<file path="src/rtl/tickgen_baud.sv">
// tickgen_baud: programmable UART oversample/bit/mid-bit tick generator with burst mode.
// Define TICKGEN_FRAC_EN to add the fractional divisor input i_frac and its accumulator.
module tickgen_baud #(
  parameter int CNT_W   = 16,
  parameter int OVS     = 16,
  parameter int DIV_RST = 651,
  parameter int NBIT_W  = 4,
  parameter int FRAC_W  = 4
) (
  input  logic              clk,
  input  logic              rst,
  input  logic              enable,
  input  logic              clear,
  input  logic [CNT_W-1:0]  i_div,
  input  logic              i_div_load,
`ifdef TICKGEN_FRAC_EN
  input  logic [FRAC_W-1:0] i_frac,
`endif
  input  logic              i_oneshot,
  input  logic              i_start,
  input  logic [NBIT_W-1:0] i_nbits,
  output logic              o_tick_ovs,
  output logic              o_tick_bit,
  output logic              o_tick_mid,
  output logic              o_busy,
  output logic              o_done,
  output logic              o_div_err
);
  localparam int OVS_W = $clog2(OVS);
  typedef enum logic [1:0] {IDLE, RUN, DONE} state_t;
  state_t r_state, w_state_nxt;
  logic [CNT_W-1:0]  r_cnt, r_div_act, r_div_shadow;
  logic [OVS_W-1:0]  r_ovs;
  logic [NBIT_W-1:0] r_bitcnt, r_nb;
  logic              r_pend, r_tick_ovs, r_tick_bit, r_tick_mid, r_done, r_err;
  logic              w_adv, w_wrap, w_bit, w_mid, w_extra, w_start, w_last_bit, w_div_ok, w_apply;
  logic [CNT_W:0]    w_last;
  // Free-run advances only while parked in IDLE; burst mode advances only in RUN.
  assign w_adv      = enable & (r_state == RUN | (r_state == IDLE & ~i_oneshot));
  assign w_last     = {1'b0, r_div_act} - {{CNT_W{1'b0}}, 1'b1} + {{CNT_W{1'b0}}, w_extra};
  assign w_wrap     = w_adv & ({1'b0, r_cnt} == w_last);
  assign w_bit      = w_wrap & (r_ovs == OVS_W'(OVS - 1));
  assign w_mid      = w_wrap & (r_ovs == OVS_W'(OVS / 2 - 1));
  assign w_last_bit = r_bitcnt == r_nb - 1'b1;
  assign w_div_ok   = i_div >= CNT_W'(2);
  assign w_apply    = r_pend & (~w_adv | w_wrap);
  assign o_tick_ovs = r_tick_ovs;
  assign o_tick_bit = r_tick_bit;
  assign o_tick_mid = r_tick_mid;
  assign o_busy     = r_state == RUN;
  assign o_done     = r_done;
  assign o_div_err  = r_err;
  always_comb begin
    w_state_nxt = r_state;
    w_start = 1'b0;
    case (r_state)
      IDLE: if (enable & i_oneshot & i_start) begin
        w_state_nxt = RUN;
        w_start = 1'b1;
      end
      RUN:  if (w_bit & w_last_bit) w_state_nxt = DONE;
      DONE: w_state_nxt = IDLE;
      default: w_state_nxt = IDLE;
    endcase
  end
  always_ff @(posedge clk or posedge rst)
    if (rst) begin
      r_state      <= IDLE;
      r_cnt        <= '0;
      r_ovs        <= '0;
      r_bitcnt     <= '0;
      r_nb         <= '0;
      r_div_act    <= CNT_W'(DIV_RST);
      r_div_shadow <= CNT_W'(DIV_RST);
      r_pend       <= 1'b0;
      r_tick_ovs   <= 1'b0;
      r_tick_bit   <= 1'b0;
      r_tick_mid   <= 1'b0;
      r_done       <= 1'b0;
      r_err        <= 1'b0;
    end else if (clear) begin
      r_state    <= IDLE;
      r_cnt      <= '0;
      r_ovs      <= '0;
      r_bitcnt   <= '0;
      r_pend     <= 1'b0;
      r_tick_ovs <= 1'b0;
      r_tick_bit <= 1'b0;
      r_tick_mid <= 1'b0;
      r_done     <= 1'b0;
      r_err      <= 1'b0;
      if (r_pend) r_div_act <= r_div_shadow;
    end else begin
      r_state    <= w_state_nxt;
      r_tick_ovs <= w_wrap;
      r_tick_bit <= w_bit;
      r_tick_mid <= w_mid;
      r_done     <= r_state == DONE;
      if (w_start | r_state == DONE) begin
        r_cnt    <= '0;
        r_ovs    <= '0;
        r_bitcnt <= '0;
      end else if (w_adv) begin
        r_cnt <= w_wrap ? '0 : r_cnt + 1'b1;
        if (w_wrap) r_ovs <= r_ovs + 1'b1;
        if (w_bit) r_bitcnt <= r_bitcnt + 1'b1;
      end
      if (w_start) r_nb <= (i_nbits == '0) ? NBIT_W'(1) : i_nbits;
      if (w_apply) begin
        r_div_act <= r_div_shadow;
        r_pend    <= 1'b0;
      end
      // A load overrides the apply above, so a load on a wrap waits for the next wrap.
      if (i_div_load & w_div_ok) begin
        r_div_shadow <= i_div;
        r_pend       <= 1'b1;
      end
      if (i_div_load & ~w_div_ok) r_err <= 1'b1;
    end
`ifdef TICKGEN_FRAC_EN
  logic [FRAC_W-1:0] r_acc, r_frac_act, r_frac_shadow;
  logic              r_extra;
  logic [FRAC_W:0]   w_acc_sum;
  assign w_acc_sum = {1'b0, r_acc} + {1'b0, r_frac_act};
  assign w_extra   = r_extra;
  always_ff @(posedge clk or posedge rst)
    if (rst) begin
      r_acc         <= '0;
      r_frac_act    <= '0;
      r_frac_shadow <= '0;
      r_extra       <= 1'b0;
    end else if (clear) begin
      r_acc   <= '0;
      r_extra <= 1'b0;
      if (r_pend) r_frac_act <= r_frac_shadow;
    end else begin
      if (w_wrap) {r_extra, r_acc} <= w_acc_sum;
      if (w_apply) r_frac_act <= r_frac_shadow;
      if (i_div_load & w_div_ok) r_frac_shadow <= i_frac;
    end
`else
  assign w_extra = 1'b0;
`endif
endmodule

</file>
<file path="config.mk">
export PLATFORM = sky130hd
export DESIGN_NAME = tickgen_baud
export DESIGN_NICKNAME = d
export VERILOG_FILES = /design/src/rtl/tickgen_baud.sv
export SDC_FILE = /design/constraint.sdc
export NUM_CORES = 1
export LEC_CHECK = 0
export BUFFER_PORTS_ARGS = -buffer_cell sky130_fd_sc_hd__buf_2
export CORE_MARGIN = 10
export CORE_UTILIZATION = 47
export CTS_CLUSTER_DIAMETER = 40
export DETAILED_ROUTE_END_ITERATION = 6
export PLACE_DENSITY = 0.7
export RECOVER_POWER = 25
export SYNTH_ARGS = -nofsm -noshare
export SYNTH_HDL_FRONTEND = slang
export SYNTH_SLANG_ARGS = --single-unit
</file>
<file path="constraint.sdc">
create_clock -name clk -period 3.3 [get_ports clk]
set_input_delay 0.495 -clock clk [delete_from_list [all_inputs] [get_ports clk]]
set_output_delay 0.495 -clock clk [all_outputs]
set_load 0.05 [all_outputs]
</file>
==> results.cfg <==
[timing]
drv_slew = 69
fmax_mhz = 323
rsz0062_at_grt = no
final_hold_viol_count = 0
setup_ws_ns = 0.203
period_minus_slack_ns = 3.10
finalSetupTns_ns = 0
setup_viol = 0
hold-worst-slack_ns = 0.384
fin_crit_sh_pct = 93.9
tightest_slew_ns = 1.63
skew_ns = 0.00923
slew_headroom_pct = -8.45

[grt]
grt.total_usage_pct = 14.8
globalRouteOverflowTotal = 0
grt_pass1_vias = 2802
grt_first_pass_wirelength_um = 14200
antenna_found_initial = 0
grt_max_degree = 69

[clock_tree]
cts_tree = yes
cts_num_sinks = 68
worstSkewPairLatency_ns = 0.35
cts_resized = 0
ctsLongestPathBuffers = 2
cts_buffers = 9
postCtsSetupBuffers = 0
cts_hold_buf = 0
clockRootBuffer = clkbuf_8
clk_pin_slew_ns = 0.08
h-tree-depth = 3

[placement]
post-dp-hpwl_um = 6230
port_buffers = 32
routabilityCongestion = 0.844
pre_cts_ws_ns = 0.116

[logic_synthesis]
synth_cell_type_count = 59
netlist_instances = 364
yosys_register_bits = 68
synth.net_count = 396
synthesis.area_um2 = 3840
synth_top_family_by_area = simple AND/OR/NAND/NOR gates
syn_area_per_cell_um2 = 10.5
synth_flop_cell = dfrtp_1
synth_area_leaders = dfrtp_1, mux2_2, dfstp_2
yosysSeqAreaShare_pct = 44.6
muxShareOfSynthArea_pct = 11.2
yosys-top-cells-count = dfrtp_1, nor2_1, mux2_2
yosysWarnings = 0
synth_xor_area_share_pct = 9.32
yosysTopAreaCell = dfrtp_1
synth_fa_ha_area_share_pct = 1.63
synth-simple-area-share_pct = 19.6
synthArstFlopShare_pct = 100
yosysMostFrequentCell = dfrtp_1
synth.top_cell.area_share_pct = 37.8
synth-edff-count = 0
synth-compound-area-share_pct = 9.64

[setup_path]
cp_max_fo = 8
arrival_ns = 3.38
worst_path_dominant_cell_family = simple AND/OR/NAND/NOR gates
crit_path_end_kind = register
slowest_delay_ns = 0.52
crit_buf_inv = 2
crit_type = reg -> reg
path_cells = inv_1 > ha_1 > or3b_1 > or4_1 > a31o_1 > a21oi_1 > nand4_1 > buf_4 > or4_1 > a21oi_1
crit_required_ns = 3.58
cp-start-kind = register
r2r_slack_ns = 0.20
crit_slowest_cell = or4_1

[route]
wirelength_um = 8550
first_iter_violations = 145
wl_per_cell_um = 16.8
remaining_drc_errors = 0
ant_nets = 0
vias = 2957
dr.pass1.iters = 6
via_per_inst = 5.81

[cells_and_area]
fin_nets = 434
utilization_pct = 55.2
drive_above_1_share_pct = 30.7
area_growth_pct = 12.9
diodes = 0

[floorplanning]
ioPinCount = 33
rows = 32
die_y_um = 110
start_util_pct = 48.9
coreArea_um2 = 7850
die_x_um = 110
die-area_um2 = 12200

[power]
power_frac_comb_pct = 23.3
power.density_nw_per_um2 = 524
power.switching_mw = 0.731
pwr-share-clk_pct = 28.9
p_leak_nw = 1.84
p_int_mw = 1.54
p_sw_share_pct = 32.1
power_mw = 2.27
seqPwrFrac_pct = 47.8
ir_drop_uv = 312

[min_path]
hp-class = in -> reg

[outcome]
status = finished, violations left
violations = capacitance limit, slew limit

[run]
cap_violations = 1
## flip-flops by register name, indices dropped and copies added (netlist names)
name / count
o_div_err: 1
o_done: 1
o_tick_bit: 1
o_tick_mid: 1
o_tick_ovs: 1
r_bitcnt: 4
r_cnt: 16
r_div_act: 16
r_div_shadow: 16
r_nb: 4
r_ovs: 4
r_pend: 1
r_state: 2
## cells by family after synthesis
group                    after synthesis
AND/OR/NAND/NOR                      133
XOR/XNOR                              40
AO/OA/AOI/OAI                         51
adder cells (fa/ha/maj)                5
buffers and inverters                 32
multiplexers                          35
flip-flops                            68
## per-layer routing
layer	GRT usage (%)	vias to the layer above	wire length [µm]	share of wire (%)
met5	0	-	0	0
met4	5.78	0	121	1.4
met3	3.19	11	463	5.4
met2	22.6	78	4030	47
met1	20.0	1459	3940	46
li1	-	1409	-	-
## cell type report
cell class	count	area [µm²]
Clock buffer	11	151
Multi-Input combinational cell	264	1980
Fill cell	715	3510
Inverter	11	41.3
Tap cell	102	128
Timing Repair Buffer	48	290
Sequential cell	68	1710
Clock inverter	5	35.0
## metrics by stage
step	instances	instance area [µm²]
after floorplan	364	3840
after global placement	492	4140
after detailed placement	492	4140
after CTS	508	4330
after global routing	509	4340
final	509	4340
## worst paths after layout
| kind | startpoint | end | cells past startpoint |
|---|---|---|---|
| setup / recovery | r_div_act[0]$_DFFE_PP1P_ | r_bitcnt[3]$_DFFE_PP0P_ | 10 |
| hold / removal | i_div[0] | r_div_shadow[0]$_DFFE_PP1P_ | 2 |
| setup reg to reg | r_div_act[0]$_DFFE_PP1P_ | r_bitcnt[3]$_DFFE_PP0P_ | 10 |
| hold reg to reg | r_div_shadow[11]$_DFFE_PP0P_ | r_div_act[11]$_DFFE_PP0P_ | 1 |
| max in group asynchronous | rst | r_ovs[1]$_DFFE_PP0P_ | 3 |
| min in group asynchronous | rst | o_div_err$_DFFE_PP0P_ | 3 |
## power by group through the flow
| stage | clock network, mW | logic (mW) | registers [mW] |
|---|---|---|---|
| after floorplan | 0 | 0.450 | 1.03 |
| after global placement | 0 | 0.515 | 1.09 |
| after detailed placement | 0 | 0.528 | 1.10 |
| after CTS | 0.664 | 0.532 | 1.08 |
| after global routing | 0.707 | 0.582 | 1.10 |
| final | 0.657 | 0.531 | 1.09 |
## cell usage in the layout, fill, tap and decap left out, drive strengths merged, types with 4 or more instances in the layout
cell     n
inv     12
nand2   15
or3      5
or4     10
a21oi   12
nor4    12
dfstp   10
nor3b    4
nor3    15
ha       5
o21ai   13
mux2    35
nor2    28
xor2    21
xnor2   19
nand3   15
dfrtp   58
clkbuf  12
buf     47
nand4   11
Power figures use the tool's default switching activity.
